File: config.mk
export PLATFORM = sky130hd
export DESIGN_NAME = multicycle_control_unit
export DESIGN_NICKNAME = d
export VERILOG_FILES = /design/src/rtl/multicycle_control_unit.sv
export SDC_FILE = /design/constraint.sdc
export NUM_CORES = 1
export LEC_CHECK = 0
export CAP_MARGIN = 30
export CORE_ASPECT_RATIO = 1.5
export CORE_UTILIZATION = 52
export CTS_CLUSTER_SIZE = 30
export DETAILED_ROUTE_END_ITERATION = 12
export GPL_TIMING_DRIVEN = 0
export PLACE_DENSITY = 0.85
export SLEW_MARGIN = 30
export SYNTH_ARGS = -nofsm -noshare
export SYNTH_HDL_FRONTEND = slang
export SYNTH_SLANG_ARGS = --single-unit
File: constraint.sdc
create_clock -name clk -period 3.05 [get_ports clk]
set_input_delay 0.305 -clock clk [delete_from_list [all_inputs] [get_ports clk]]
set_output_delay 0.305 -clock clk [all_outputs]
set_load 0.02 [all_outputs]
File: src/rtl/multicycle_control_unit.sv
// Multicycle RV32 control FSM: FETCH/DECODE/EXEC/MEM/WB, 3-5 cycles per instruction; request states stall on MemReady
// with a MEM_WAIT_MAX watchdog. Optional RETIRE_COUNT_EN adds the InstRet retired-instruction counter.
module multicycle_control_unit #(
    parameter int MEM_WAIT_MAX = 15
) (
    input  logic       clk,
    input  logic       rst_n,
    input  logic [6:0] OP,
    input  logic [2:0] Funct3,
    input  logic [6:0] Funct7,
    input  logic       MemReady,
    output logic       MemReq,
    output logic       MemWrite,
    output logic       AdrSrc,
    output logic       IRWrite,
    output logic       PCUpdate,
    output logic       Branch,
    output logic       RegWrite,
    output logic [1:0] ULASrcA,
    output logic [1:0] ULASrcB,
    output logic [2:0] ULAControl,
    output logic [1:0] ImmSrc,
    output logic [1:0] ResultSrc,
    output logic       Fault
`ifdef RETIRE_COUNT_EN
    ,
    output logic [31:0] InstRet
`endif
);

    typedef enum logic [3:0] {
        BOOT, FETCH, DECODE, MEMADR, MEMREAD, MEMWB, MEMWRITE,
        EXEC_R, EXEC_I, LUI, ALUWB, BEQ, FAULT
    } state_t;

    localparam int CW = (MEM_WAIT_MAX > 1) ? $clog2(MEM_WAIT_MAX + 1) : 1;

    state_t        state, state_nxt;
    logic [CW-1:0] wait_cnt;
    logic          is_req, wdog_hit, r_legal;

    logic       req_d, mw_d, adr_d, br_d, rw_d, flt_d;
    logic [1:0] sa_d, sb_d, imm_d, res_d;
    logic [2:0] ctl_d;

    // Funct3 to ULAControl; SLTU has no dedicated ULA op and shares SLT
    function automatic logic [2:0] alu_op(input logic [2:0] f3, input logic sub);
        case (f3)
            3'b000:  alu_op = sub ? 3'b001 : 3'b000;
            3'b001:  alu_op = 3'b110;
            3'b010:  alu_op = 3'b101;
            3'b011:  alu_op = 3'b101;
            3'b100:  alu_op = 3'b100;
            3'b101:  alu_op = 3'b111;
            3'b110:  alu_op = 3'b011;
            default: alu_op = 3'b010;
        endcase
    endfunction

    assign is_req   = (state == FETCH) || (state == MEMREAD) || (state == MEMWRITE);
    assign wdog_hit = (MEM_WAIT_MAX != 0) && (wait_cnt == CW'(MEM_WAIT_MAX));
    assign r_legal  = (Funct7 == 7'b0000000) || (Funct7 == 7'b0100000 && Funct3 == 3'b000);

    always_comb begin
        state_nxt = state;
        case (state)
            BOOT:     state_nxt = FETCH;
            FETCH:    if (MemReady) state_nxt = DECODE; else if (wdog_hit) state_nxt = FAULT;
            DECODE: begin
                case (OP)
                    7'b0110011: state_nxt = r_legal ? EXEC_R : FAULT;
                    7'b0010011: state_nxt = EXEC_I;
                    7'b0000011,
                    7'b0100011: state_nxt = (Funct3 == 3'b010) ? MEMADR : FAULT;
                    7'b0110111: state_nxt = LUI;
                    7'b1100011: state_nxt = (Funct3 == 3'b000) ? BEQ : FAULT;
                    default:    state_nxt = FAULT;
                endcase
            end
            MEMADR:   state_nxt = (OP == 7'b0100011) ? MEMWRITE : MEMREAD;
            MEMREAD:  if (MemReady) state_nxt = MEMWB; else if (wdog_hit) state_nxt = FAULT;
            MEMWRITE: if (MemReady) state_nxt = FETCH; else if (wdog_hit) state_nxt = FAULT;
            MEMWB, ALUWB, BEQ: state_nxt = FETCH;
            EXEC_R, EXEC_I, LUI: state_nxt = ALUWB;
            default:  state_nxt = FAULT;
        endcase
    end

    // Outputs are decoded from the next state so they come straight off flops
    always_comb begin
        req_d = 1'b0; mw_d = 1'b0; adr_d = 1'b0; br_d = 1'b0; rw_d = 1'b0; flt_d = 1'b0;
        sa_d = 2'b00; sb_d = 2'b00; imm_d = 2'b00; res_d = 2'b00; ctl_d = 3'b000;
        case (state_nxt)
            FETCH:    begin req_d = 1'b1; sb_d = 2'b10; res_d = 2'b10; end
            DECODE:   begin sa_d = 2'b01; sb_d = 2'b01; imm_d = 2'b10; end
            MEMADR:   begin sa_d = 2'b10; sb_d = 2'b01; imm_d = (OP == 7'b0100011) ? 2'b01 : 2'b00; end
            MEMREAD:  begin req_d = 1'b1; adr_d = 1'b1; end
            MEMWB:    begin res_d = 2'b01; rw_d = 1'b1; end
            MEMWRITE: begin req_d = 1'b1; mw_d = 1'b1; adr_d = 1'b1; end
            EXEC_R:   begin sa_d = 2'b10; ctl_d = alu_op(Funct3, Funct7[5]); end
            EXEC_I:   begin sa_d = 2'b10; sb_d = 2'b01; ctl_d = alu_op(Funct3, 1'b0); end
            LUI:      begin sa_d = 2'b11; sb_d = 2'b01; imm_d = 2'b11; end
            ALUWB:    rw_d = 1'b1;
            BEQ:      begin sa_d = 2'b10; ctl_d = 3'b001; br_d = 1'b1; end
            FAULT:    flt_d = 1'b1;
            default:  ;
        endcase
    end

    always_ff @(posedge clk or negedge rst_n) begin
        if (!rst_n) begin
            state <= BOOT; wait_cnt <= '0;
            MemReq <= 1'b0; MemWrite <= 1'b0; AdrSrc <= 1'b0; Branch <= 1'b0;
            RegWrite <= 1'b0; Fault <= 1'b0; ULASrcA <= 2'b00; ULASrcB <= 2'b00;
            ImmSrc <= 2'b00; ResultSrc <= 2'b00; ULAControl <= 3'b000;
        end else begin
            state <= state_nxt;
            // Counts only while a request keeps waiting; any state change clears it
            if (is_req && !MemReady && state_nxt == state) wait_cnt <= wait_cnt + 1'b1;
            else                                           wait_cnt <= '0;
            MemReq <= req_d; MemWrite <= mw_d; AdrSrc <= adr_d; Branch <= br_d;
            RegWrite <= rw_d; Fault <= flt_d; ULASrcA <= sa_d; ULASrcB <= sb_d;
            ImmSrc <= imm_d; ResultSrc <= res_d; ULAControl <= ctl_d;
        end
    end

    assign IRWrite  = (state == FETCH) && MemReady;
    assign PCUpdate = (state == FETCH) && MemReady;

`ifdef RETIRE_COUNT_EN
    logic [31:0] instret_q;
    logic        retire;
    assign retire = ((state == MEMWB) || (state == MEMWRITE) || (state == ALUWB) || (state == BEQ))
                    && (state_nxt == FETCH);
    always_ff @(posedge clk or negedge rst_n) begin
        if (!rst_n)      instret_q <= 32'd0;
        else if (retire) instret_q <= instret_q + 32'd1;
    end
    assign InstRet = instret_q;
`endif

endmodule
# Word-level counts from Yosys, hierarchy flattened
# Cells that the tools add are included.
word_totals:
  ff_bits: 25
  inputBits: 20
  out_inout_bits: 19
  wordCells: 98
classes:
  n_addsub: 1
  eq_ne: 38
  n_mux: 26
  reduce_logical: 20
ops:
  columns: ["op", "n"]
  rows:
  - ["$eq A4 B4 Y1 const B", 10]
  - ["$pmux W3 S6", 2]
  - ["$eq A4 B3 Y1 const B", 8]
  - ["$eq A7 B6 Y1 const B", 4]
  - ["$mux W4", 7]
  - ["$pmux W4 S7", 1]
  - ["$pmux W4 S5", 1]
  - ["$eq A4 B2 Y1 const B", 4]
  - ["$pmux W2 S3", 2]
  - ["$reduce_or A4 Y1", 3]
  - ["$eq A3 B3 Y1 const B", 3]
  - ["$pmux W3 S3", 1]
  - ["$eq A4 B1 Y1 const B", 2]
  - ["$mux W1", 8]
  - ["$pmux W2 S2", 2]
  - ["$reduce_or A2 Y1", 4]
  - ["$eq A7 B2 Y1 const B", 1]
  - ["$eq A7 B5 Y1 const B", 1]
  - ["$eq A7 B7 Y1 const B", 1]
  - ["$logic_not A7 Y1", 1]
  - ["$eq A3 B2 Y1 const B", 2]
  - ["$reduce_or A3 Y1", 2]
  - ["$add A4 B1 Y4 const B", 1]
  - ["$eq A4 B4 Y1", 1]
  - ["8 further kinds", 13]

# Longest topological paths before layout
logic_depth:
  depth_word: 9
  depth_mapped: 8
  depth_no_buf: 7

# Worst setup path after synthesis
# OpenSTA, ideal clock, no wires.
synth_timing:
  kind: "reg2out"
  from: "register, netlist name wait_cnt[0]"
  to: "output PCUpdate"
  t_arrival_ns: 2.042
  t_required_ns: 2.745
  slack_ns: 0.703
  path_stages_with_launch: 9
  path_buffers: 1
  path_cell_list: "dfrtp_1 ha_1 nand3_1 nor2_1 a32oi_1 nand4_1 or2_2 nor2_1 buf_4"
synth_rtl:
  columns: ["item", "line", "text"]
  rows:
  - ["to (decl)", "16", "output logic PCUpdate,"]

# Worst setup path after layout
layout_timing:
  from: "register state[0]"
  to: "output PCUpdate"
layout_via:
  elab_chain_cells: 2
layout_lines:
  columns: ["item", "line", "text"]
  rows:
  - ["from (decl)", "38", "state_t state, state_nxt;"]
  - ["from (signal assigned)", "117", "state <= state_nxt;"]
  - ["$eq A4 B1 Y1", "128", "assign PCUpdate = (state == FETCH) && MemReady;"]
  - ["$logic_and A1 B1 Y1", "128", null]
# Every way passes these cells.

==> summary.txt <==
Run status
  • Status: completed

CTS
  • CTS max path bufs: 2
  • Clk_lat worst skew: 260 ps
  • TritonCTS Sinks: 25
  • Cts hold-fix bufs: 0
  • Clk root buf: clkbuf_8
  • Clock transition at path regs: 90 ps
  • Total CTS buffers: 3
  • H-tree levels: 1
  • CTS tree: built

Timing
  • Worst slew margin: 65.4%
  • RSZ-0062 raised after global routing: no
  • Final Skew: 3.63 ps
  • Final setup viols: 0
  • Clock period minus worst slack: 2890 ps
  • Fmax achieved: 346 MHz
  • Slew Viols, Final: 0
  • Final Hold Viols: 0
  • Slew @ Worst Pin: 519 ps
  • WHS: 6.60 ps
  • Crit share post-route: 94.7%

Final layout
  • Area grow syn2layout: 29.9%
  • Ant. Diodes: 0
  • Post-layout instance area: 1930 sq um
  • Most frequent cells in the layout: 31 x clkdlybuf4s50_1, 25 x dfrtp_1, 14 x a21oi_1
  • Share of cells above drive strength 1: 16.1%
  • Commonest non-fill, non-tap cell in the layout: clkdlybuf4s50_1
  • Nets: 215

Power and ir drop
  • Sequential Power Share: 28.8%
  • Switching pwr: 0.739 mW
  • Power Density: 890 nW/um^2
  • Pint: 0.978 mW
  • Clk pwr share: 11.2%
  • Net Sw Frac: 43.0%
  • Leakage: 0.810 nW
  • Peak VDD IR: 0.000503 V
  • Logic gate share of total power: 60.0%

Yosys
  • Synthesized instance count: 153
  • Post-synthesis sequential area ratio: 42.1%
  • Post-synth EDFFs: 0
  • Avg Inst Size Synth: 9.71 sq um
  • Synthesized cell area: 1490 sq um
  • Synth Flop Type: dfrtp_1
  • Asr flop ratio synth: 100%
  • Yosys warnings: 0
  • Synth cell types: 54
  • FF+latch count, synth: 25
  • Syn Nets: 174

Worst setup path
  • Crit. End Element: output pin
  • Data arrival time of the worst path: 2580 ps
  • Reg2reg path depth: 7
  • R2R setup slack: 770 ps
  • Crit start category: flip-flop
  • Reg2reg start: wait_cnt[0]$_DFF_PN0_
  • CP required: 2740 ps
  • Reg2Reg Capture Point: ULAControl[2]$_DFF_PN0_
  • Crit-path max FO: 10
  • Critical path class: reg -> out

Placed design
  • Placed Area: 1880 sq um
  • Placer Congestion: 0.802
  • Post-DP HPWL: 2.41 mm
  • Buffers on Ports: 35

Job
  • Max Cap Violations: 0

Routing
  • DR DRC count: 0
  • Wire per inst: 13.9 um
  • Post-DR vias/cell: 5.83
  • Total wire length: 3.19 mm
  • DR pass1 iterations: 5
  • Initial drt markers: 20
  • DR vias: 1,340
  • Post-route ant nets: 0

Global routing
  • Grt total ovfl: 0
  • All-Layer GR Usage: 22.7%
  • Largest net degree at the start of global routing: 26
  • First-pass GRT wire length: 5.26 mm
  • Number of global-route vias before repair: 1,236
  • Initial antenna violation count: 0

Die
  • Die Wd: 45.6 um
  • DIE AREA: 3080 sq um
  • Initial Utilization: 54.9%
  • Site Rows: 23
  • Core area: 2710 sq um
  • Die Ht: 67.5 um
  • I/O pin total: 39

Hold path
  • Hold Path Class: in -> async
[power by group through the flow]
stage,Combinational (mW),Clock [mW],Sequential (mW)
finish,1.03,0.192,0.494
global route,1.12,0.206,0.504
CTS,1.03,0.196,0.495
detailed placement,1.01,0,0.502
global placement,0.984,0,0.499
floorplan,0.589,0,0.585
[stage by stage]
stage	TNS, ps	power (mW)	cells	setup WS (ps)	util (%)
2_1_floorplan	0	1.17	153	703	-
3_3_place_gp	-225	1.48	225	-155	69.6
3_5_place_dp	-365	1.51	225	-226	69.4
4_1_cts	0	1.72	230	162	71.3
5_1_grt	0	1.83	230	1.14	71.3
6_report	0	1.72	230	162	71.3
[critical path: stages, from the launching register on]
cell and delay [ps]:
dfrtp_1 480, nor4b_4 360, a21boi_2 230, o2111ai_1 160
nand4_2 160, clkbuf_1 360, nor2_1 120, buf_4 140
dlygate4sd2_1 310
[synth_stat cells, types with 3 or more instances]
cell type / n / area (sq um)
a31oi_1: 3 / 18.8
o21ai_0: 5 / 25.0
nor2_1: 9 / 33.8
buf_2: 4 / 20.0
inv_1: 6 / 22.5
dfrtp_1: 25 / 626
nand2b_1: 4 / 25.0
o211ai_1: 4 / 30.0
buf_4: 3 / 22.5
nand2_1: 8 / 30.0
a21oi_1: 14 / 70.1
nor4_1: 5 / 31.3
nor3_1: 3 / 15.0
nand3_1: 4 / 20.0
[worst max-delay path by stage]
stage,start,endpoint,slack (ps),cells past startpoint
detailed placement,OP[6],PCUpdate,-230,9
CTS,state[0]$_DFF_PN0_,PCUpdate,160,8
global placement,OP[2],PCUpdate,-150,9
global route,state[0]$_DFF_PN0_,PCUpdate,1,8
floorplan,wait_cnt[0]$_DFF_PN0_,PCUpdate,700,8
finish,state[0]$_DFF_PN0_,PCUpdate,160,8
[flip-flops by register name (all words and copies together), names as in the netlist]
name,count
ImmSrc,2
Fault,1
ULAControl,3
RegWrite,1
ULASrcA,2
ResultSrc,2
Branch,1
AdrSrc,1
ULASrcB,2
MemReq,1
wait_cnt,4
MemWrite,1
state,4
[kinds of logic (layout without fill, tap and decap cells)]
family                     Yosys count  count (layout)  synth area share [%]
muxes                                1               1                 0.674
xor gates and xnor gates             3               3                  1.77
DFF                                 25              25                  42.1
buffers and inverters               17              57                  6.40
and+or+nand+nor                     61              61                  27.1
AOI/OAI and AO/OA                   45              45                  21.1
adders and majority gates            1               1                 0.842
[routing by layer]
layer,part of all wire [%],global-route usage (%),vias up
met2,56,40.7,45
li1,-,-,646
met1,40,27.3,647
met4,0.25,6.44,0
met3,4.0,2.94,2
met5,0,0,-
[timing repair]
action,in CTS,in global routing
gates cloned,0,0
setup endpoints to repair,2,1
pin swaps,0,1
gates resized for setup,4,0
setup buffers,1,0
[layout make-up]
| class | instances | area (sq um) |
|---|---|---|
| Fill cell | 227 | 776 |
| Multi-Input combinational cell | 111 | 764 |
| Sequential cell | 25 | 626 |
| Timing Repair Buffer | 36 | 349 |
| Buffer | 11 | 72.6 |
| Tap cell | 37 | 46.3 |
| Clock buffer | 3 | 41.3 |
| Inverter | 6 | 22.5 |
| Clock inverter | 1 | 7.51 |
No activity file was read; power rests on OpenSTA's default activity.
